===== src/rtl/truth_table_sequencer.sv =====
// Exhaustive checker: walks every input vector through a reference and a gate-level
// implementation, compares their outputs and keeps a mismatch record for the host.
module truth_table_sequencer #(
  parameter int N_IN       = 2,
  parameter int SETTLE_CYC = 1,
  parameter int CNT_W      = 8
) (
  input  logic              i_clk,
  input  logic              i_rst_n,
  input  logic              i_start,
  input  logic              i_abort,
  input  logic              i_ref_s,
  input  logic              i_dut_s,
  output logic [N_IN-1:0]   o_vec,
  output logic              o_busy,
  output logic              o_done,
  output logic              o_pass,
  output logic [CNT_W-1:0]  o_err_cnt,
  output logic [N_IN-1:0]   o_first_err_vec,
  output logic              o_first_err_valid
);

  localparam int SW = (SETTLE_CYC > 1) ? $clog2(SETTLE_CYC) : 1;
  localparam logic [SW-1:0]    SETTLE_LAST = SW'(SETTLE_CYC - 1);
  localparam logic [SW-1:0]    SET_ONE     = SW'(1);
  localparam logic [N_IN-1:0]  VEC_ONE     = N_IN'(1);
  localparam logic [CNT_W-1:0] CNT_ONE     = CNT_W'(1);

  typedef enum logic [1:0] {IDLE, SETTLE, CHECK, DONE} state_t;

  state_t            r_state;
  logic [SW-1:0]     r_settle;
  logic [N_IN-1:0]   r_vec;
  logic              r_busy;
  logic              r_done;
  logic              r_pass;
  logic [CNT_W-1:0]  r_err_cnt;
  logic [N_IN-1:0]   r_first_err_vec;
  logic              r_first_err_valid;

  logic              w_mismatch;
  logic              w_last_vec;
  logic [CNT_W-1:0]  w_cnt_next;

  // Case inequality so an X or Z from either implementation is reported as a mismatch.
  assign w_mismatch = (i_ref_s !== i_dut_s);
  assign w_last_vec = (r_vec == {N_IN{1'b1}});
  assign w_cnt_next = (w_mismatch && !(&r_err_cnt)) ? (r_err_cnt + CNT_ONE) : r_err_cnt;

  always_ff @(posedge i_clk) begin
    if (!i_rst_n) begin
      r_state           <= IDLE;
      r_settle          <= '0;
      r_vec             <= '0;
      r_busy            <= 1'b0;
      r_done            <= 1'b0;
      r_pass            <= 1'b0;
      r_err_cnt         <= '0;
      r_first_err_vec   <= '0;
      r_first_err_valid <= 1'b0;
    end else begin
      case (r_state)
        IDLE: begin
          if (i_start && !i_abort) begin
            r_state           <= SETTLE;
            r_settle          <= '0;
            r_vec             <= '0;
            r_busy            <= 1'b1;
            r_pass            <= 1'b0;
            r_err_cnt         <= '0;
            r_first_err_vec   <= '0;
            r_first_err_valid <= 1'b0;
          end
        end
        SETTLE: begin
          if (i_abort) begin
            r_state <= IDLE;
            r_busy  <= 1'b0;
            r_done  <= 1'b0;
            r_pass  <= 1'b0;
          end else if (r_settle == SETTLE_LAST) begin
            r_state <= CHECK;
          end else begin
            r_settle <= r_settle + SET_ONE;
          end
        end
        CHECK: begin
          // An abort landing on a compare cycle discards that compare.
          if (i_abort) begin
            r_state <= IDLE;
            r_busy  <= 1'b0;
            r_done  <= 1'b0;
            r_pass  <= 1'b0;
          end else begin
            r_err_cnt <= w_cnt_next;
            if (w_mismatch && !r_first_err_valid) begin
              r_first_err_vec   <= r_vec;
              r_first_err_valid <= 1'b1;
            end
            if (!w_last_vec) begin
              r_vec    <= r_vec + VEC_ONE;
              r_settle <= '0;
              r_state  <= SETTLE;
            end else begin
              r_state <= DONE;
              r_busy  <= 1'b0;
              r_done  <= 1'b1;
              r_pass  <= (w_cnt_next == '0);
            end
          end
        end
        DONE: begin
          r_state <= IDLE;
          r_done  <= 1'b0;
          if (i_abort) begin
            r_pass <= 1'b0;
          end
        end
        default: begin
          r_state <= IDLE;
          r_busy  <= 1'b0;
          r_done  <= 1'b0;
        end
      endcase
    end
  end

  assign o_vec             = r_vec;
  assign o_busy            = r_busy;
  assign o_done            = r_done;
  assign o_pass            = r_pass;
  assign o_err_cnt         = r_err_cnt;
  assign o_first_err_vec   = r_first_err_vec;
  assign o_first_err_valid = r_first_err_valid;

endmodule


===== config.mk =====
export PLATFORM = sky130hd
export DESIGN_NAME = truth_table_sequencer
export DESIGN_NICKNAME = d
export VERILOG_FILES = /design/src/rtl/truth_table_sequencer.sv
export SDC_FILE = /design/constraint.sdc
export NUM_CORES = 1
export LEC_CHECK = 0
export BUFFER_PORTS_ARGS = -buffer_cell sky130_fd_sc_hd__buf_2
export CAP_MARGIN = 10
export CORE_ASPECT_RATIO = 0.7
export CORE_MARGIN = 3
export CORE_UTILIZATION = 43
export CTS_BUF_LIST = sky130_fd_sc_hd__clkbuf_2 sky130_fd_sc_hd__clkbuf_4 sky130_fd_sc_hd__clkbuf_8
export DETAILED_ROUTE_END_ITERATION = 8
export GPL_ROUTABILITY_DRIVEN = 0
export GPL_TIMING_DRIVEN = 0
export PLACE_DENSITY = 0.75
export SETUP_SLACK_MARGIN = 0.05
export SLEW_MARGIN = 15
export SYNTH_ARGS = -nofsm -noshare
export SYNTH_HDL_FRONTEND = slang
export SYNTH_SLANG_ARGS = --single-unit

===== constraint.sdc =====
create_clock -name i_clk -period 3.6 [get_ports i_clk]
set_input_delay 0.54 -clock i_clk [delete_from_list [all_inputs] [get_ports i_clk]]
set_output_delay 0.54 -clock i_clk [all_outputs]
set_load 0.01 [all_outputs]

======== Word-level counts from Yosys, hierarchy flattened ========
Index checks and enable logic that the tools add are counted.
cells by class
  add/sub/neg operators ................... 3
  equality and inequality tests ........... 14
  mux-type cells .......................... 37
  reduce and logical (&&, ||, !) cells .... 21
operators by type and width
  cell                                                   number
  2-to-1 mux 8 bit                                       3
  2-to-1 mux 2 bit                                       10
  one-hot mux 8 bit (2 select lines)                     1
  2-to-1 mux 1 bit                                       15
  inequality test 2 bit, second input constant           6
  one-hot mux 1 bit (3 select lines)                     4
  AND reduction 4 bit                                    3
  AND reduction 3 bit                                    3
  adder 8 x 1 -> 8 bit, second input constant            1
  logical NOT 8 bit                                      1
  one-hot mux 2 bit (2 select lines)                     2
  one-hot mux 2 bit (4 select lines)                     1
  AND reduction 8 bit                                    1
  equality test 2 bit, second input constant             3
  inequality test 3 bit, second input constant           2
  nonzero test 3 bit                                     2
  AND reduction 5 bit                                    1
  logical AND 1 bit                                      3
  logical NOT 1 bit                                      3
  adder 2 x 1 -> 2 bit, second input constant            1
  equality test 2 x 1 -> 1 bit, second input constant    1
  logical NOT 2 bit                                      1
  inequality test 2 x 1 -> 1 bit, second input constant  1
  one-hot mux 1 bit (2 select lines)                     1
  5 further kinds                                        5
storage, ports and cells
  register bits after elaboration ......... 19
  input port bits ......................... 6
  output and inout port bits .............. 16
  logic and storage cells ................. 84

======== Depth between registers and ports, before layout ========
  word-level depth ........................ 8
  gate-level depth with buffers ........... 9
  gate-level depth less buffers ........... 7

======== Worst setup path after synthesis ========
OpenSTA, ideal clock, no wires.
  kind .................................... reg2reg
  start ................................... register r_state[0]
  end ..................................... register r_vec[0], in the netlist o_vec[0]
  setup time .............................. 0.071 ns
  data arrival time ....................... 1.547 ns
  required time ........................... 3.529 ns
  setup slack ............................. 1.983 ns
  cell stages (with the launch flop) ...... 10
  clock period less this slack ............ 1.617 ns
  cells stage by stage .................... dfxtp_1 inv_1 ha_1 buf_2 mux2i_1 or2_1 buf_2 nor3_1 o21ai_1 a21oi_1
on the way
  word-level cells in the longest chain between the ends .. 3
RTL lines
  item                                                                                 RTL line  RTL
  start, declared                                                                      31        state_t r_state;
  start signal, assigned                                                               52        r_state <= IDLE;
  start signal, assigned                                                               65        r_state <= SETTLE;
  start signal, assigned                                                               77        r_state <= IDLE;
  equality test 2 bit / logical NOT 2 bit (equally long branches)                      62        case (r_state)
  inequality test 2 bit (no source line) / nonzero test 2 bit (equally long branches)  -
  AND reduction 4 bit (no source line)                                                 -
  end signal, assigned                                                                 101       r_vec <= r_vec + VEC_ONE;
  end, declared                                                                        33        logic [N_IN-1:0] r_vec;
Parallel ways exist; a longest one is shown, timed or not.
A chain may end at the register's enable or synchronous reset.

======== Worst setup path in the final report ========
  start ................................... register r_state[0]
  end ..................................... register r_err_cnt[1], in the netlist o_err_cnt[1]
on the way
  word-level cells in the longest chain between the ends .. 3
RTL lines
  item                                                                                 RTL line  RTL
  equality test 2 bit / logical NOT 2 bit (equally long branches)                      62
  inequality test 2 bit (no source line) / nonzero test 2 bit (equally long branches)  -
  AND reduction 3 bit (no source line)                                                 -
  end signal, assigned                                                                 95        r_err_cnt <= w_cnt_next;
  end, declared                                                                        37        logic [CNT_W-1:0] r_err_cnt;
Parallel ways exist; a longest one is shown, timed or not.

==> results.py <==
metrics = {
    "floorplan": {
        "io_pins": 22,
        "core_area_um2": 2510,
        "rows": 15,
        "die_h_um": 49.3,
        "dieArea_um2": 3350,
        "die_x_um": 67.9,
        "floorplan.initialDensity_pct": 45.9,
    },
    "worst_setup_path": {
        "cp_common_cell": "sky130_fd_sc_hd__nor2_1",
        "worst-endpoint-arrival_ns": 2.07,
        "timing.critical_path.to_type": "register",
        "timing.critical_path.cells": "inv_1, ha_1, buf_2, mux2i_1, nor2_1, o21ai_1, a32oi_1, nor2_1",
        "worst_setup_path_start_kind": "register",
        "worstPathBufferInverterCount": 2,
        "critPathRequiredTime_ns": 3.73,
        "crit_type": "register to register",
        "timing.critical_path.max_delay_family": "flip-flops",
        "critical-path-max-stage-delay_ns": 0.45,
        "slowest_stage": "sky130_fd_sc_hd__dfxtp_1",
        "worstPathMaxFanout": 7,
    },
    "timing": {
        "finalSetupTns_ns": 0,
        "rsz0062_at_grt": "no",
        "fin_worst_hold_slack_ns": 0.463,
        "min_period_ns": 1.94,
        "worstMarginPinSlew_ns": 0.444,
        "final_count_of_negative_setup_slack_endpoints": 0,
        "clock_tree_skew_after_final_layout_ns": 0.00601,
        "finalMaxSlewViolations": 0,
        "final_hold_viol_count": 0,
        "final.period_utilization_pct": 53.9,
        "slew_headroom_pct": 70.4,
        "achievable-frequency_mhz": 515,
    },
    "worst_hold_path": {
        "hold_path_class": "register to register",
    },
    "detailed_routing": {
        "detail_route.drc_violations": 0,
        "detail_route.iter0.violations": 99,
        "post_drt_wl_per_cell_um": 14.0,
        "drt-vias-per-instance": 5.70,
        "vias": 1163,
        "drt_pass1_iterations": 4,
        "ant_nets": 0,
        "drt-total-wl_um": 2850,
    },
    "finish": {
        "antenna_diode_count": 0,
        "drive_gt1_share_pct": 21.2,
        "final_net_count": 183,
        "layout.cells.most_common_list": "25 x sky130_fd_sc_hd__buf_2, 18 x sky130_fd_sc_hd__dfxtp_1, 17 x sky130_fd_sc_hd__a21oi_1",
        "layout_commonest_cell": "sky130_fd_sc_hd__buf_2",
        "num-fill-cells": 255,
        "flow.area_growth_from_synthesis_pct": 17.6,
        "post_layout_nonfiller_instances": 204,
    },
    "yosys": {
        "async_reset_ff_share_pct": 0,
        "post_synth_inst_count": 145,
        "number_of_enable_flip_flop_cells_after_synthesis": 0,
        "postSynthNetCount": 157,
        "ys_seq_area_share_pct": 31.2,
        "synth-seq-cells": 18,
        "netlist-cell-type-count": 41,
        "post_synth_instance_area_um2": 1150,
        "synth.avg_cell_area_um2": 7.96,
        "dominantRegCellSynth": "sky130_fd_sc_hd__dfxtp_1",
        "yosysWarnings": 0,
    },
    "cts": {
        "tritoncts_sink_count": 18,
        "cts_max_level": 1,
        "clk_lat_worst_skew_ns": 0.26,
        "ctsLongestPathBuffers": 2,
        "ctsHoldBuffers": 0,
        "post_cts.resized_instances": 0,
        "tritoncts_clock_tree": "yes",
        "cts_setup_buffers": 0,
        "tritoncts.num_buffers": 3,
        "ctsRootBufferMaster": "sky130_fd_sc_hd__clkbuf_8",
        "clock_pin_slew_on_the_worst_setup_and_hold_paths_ns": 0.08,
    },
    "global_route": {
        "globalRouteOverflowTotal": 0,
        "grt_first_pass_wirelength_um": 4820,
        "grt_antenna_before_repair": 0,
        "grt_util_all_layers_pct": 18.9,
        "grt_pass1_vias": 1106,
        "grt_max_degree": 11,
    },
    "job": {
        "drv.max_cap_violation_count": 0,
    },
    "power": {
        "power_density_nw_per_um2": 311,
        "ir_drop_mv": 0.229,
        "leakage_nw": 0.592,
    },
    "placed_design": {
        "buffer_ports.inserted": 21,
        "dp_cells": 200,
        "dp_hpwl_um": 2180,
    },
    "run_status": {
        "result_of_the_run": "complete, no violations",
    },
}
-- cells in the mapped netlist, types with 2 or more instances --
library cell	count	area, µm²
sky130_fd_sc_hd__a21oi_1	17	85.1
sky130_fd_sc_hd__a22oi_1	3	22.5
sky130_fd_sc_hd__a2bb2oi_1	2	17.5
sky130_fd_sc_hd__and3_1	3	18.8
sky130_fd_sc_hd__buf_2	4	20.0
sky130_fd_sc_hd__buf_4	3	22.5
sky130_fd_sc_hd__dfxtp_1	18	360
sky130_fd_sc_hd__ha_1	6	75.1
sky130_fd_sc_hd__inv_1	5	18.8
sky130_fd_sc_hd__mux2i_1	4	40.0
sky130_fd_sc_hd__nand2_1	12	45.0
sky130_fd_sc_hd__nand2b_1	3	18.8
sky130_fd_sc_hd__nand3_1	6	30.0
sky130_fd_sc_hd__nand4_1	3	18.8
sky130_fd_sc_hd__nor2_1	12	45.0
sky130_fd_sc_hd__nor2b_1	3	18.8
sky130_fd_sc_hd__nor3_1	6	30.0
sky130_fd_sc_hd__o211a_1	2	20.0
sky130_fd_sc_hd__o21ai_0	4	20.0
sky130_fd_sc_hd__o21ai_1	7	35.0
sky130_fd_sc_hd__or2_1	2	12.5
-- worst min-delay path: stages (launching register included) --
cell and delay, ns:
sky130_fd_sc_hd__dfxtp_1 0.31, sky130_fd_sc_hd__nand2_1 0.05, sky130_fd_sc_hd__a21oi_1 0.05
-- logic make-up after synthesis --
logic type                 share of synthesized area [%]
and+or+nand+nor                                     24.5
AOI/OAI and AO/OA                                   25.4
DFF                                                 31.2
buffers and inverters                               5.96
adders and majority gates                           6.51
muxes                                               3.47
xor gates and xnor gates                            2.93
-- layout make-up --
class                           instances  area (µm²)  share of cell area [%]
Multi-Input combinational cell        113         724                    53.4
Sequential cell                        18         360                    26.6
Timing Repair Buffer                   21         105                    7.75
Clock buffer                            4        55.1                    4.06
Buffer                                  8        46.3                    3.41
Tap cell                               34        42.5                    3.14
Inverter                                6        22.5                    1.66
-- registers in the layout (all words and copies together), names as in the netlist --
register and cells:
o_first_err_vec 2, o_first_err_valid 1, o_done 1, r_state 2, o_vec 2, o_err_cnt 8
o_pass 1, o_busy 1
-- layer usage --
| metal | global-route usage, % | wire (µm) |
|---|---|---|
| met5 | 0 | 0 |
| met4 | 6.93 | 36 |
| met3 | 6.22 | 240 |
| met2 | 28.4 | 1310 |
| met1 | 24.8 | 1260 |
-- final timing paths --
path / slack, ns / end / start / cells after the start
max: 1.66 / o_err_cnt[1]$_SDFFE_PN0P_ / r_state[0]$_SDFFE_PN0P_ / 8
max reg2reg: 1.66 / o_err_cnt[1]$_SDFFE_PN0P_ / r_state[0]$_SDFFE_PN0P_ / 8
min: 0.46 / o_first_err_vec[0]$_SDFFE_PN0P_ / o_first_err_vec[0]$_SDFFE_PN0P_ / 2
min reg2reg: 0.46 / o_first_err_vec[0]$_SDFFE_PN0P_ / o_first_err_vec[0]$_SDFFE_PN0P_ / 2
-- power breakdown --
group / internal, W / leakage, nW / switching [W]
sequential: 0.000201 / 0.145 / 0.00000238
clock: 0.0000974 / 0.0288 / 0.0000750
combinational: 0.0000158 / 0.417 / 0.0000293
total: 0.000315 / 0.592 / 0.000107
-- through the flow --
step,cell area [µm²],setup WS [ns],power (W),util [%]
after global routing,1360,1.45,0.000440,53.9
final,1360,1.66,0.000421,53.9
after floorplan,1150,1.98,0.000238,-
after detailed placement,1300,1.70,0.000253,51.7
after global placement,1300,1.74,0.000251,51.7
after CTS,1360,1.68,0.000421,53.9
No activity file was read; power rests on OpenSTA's default activity.
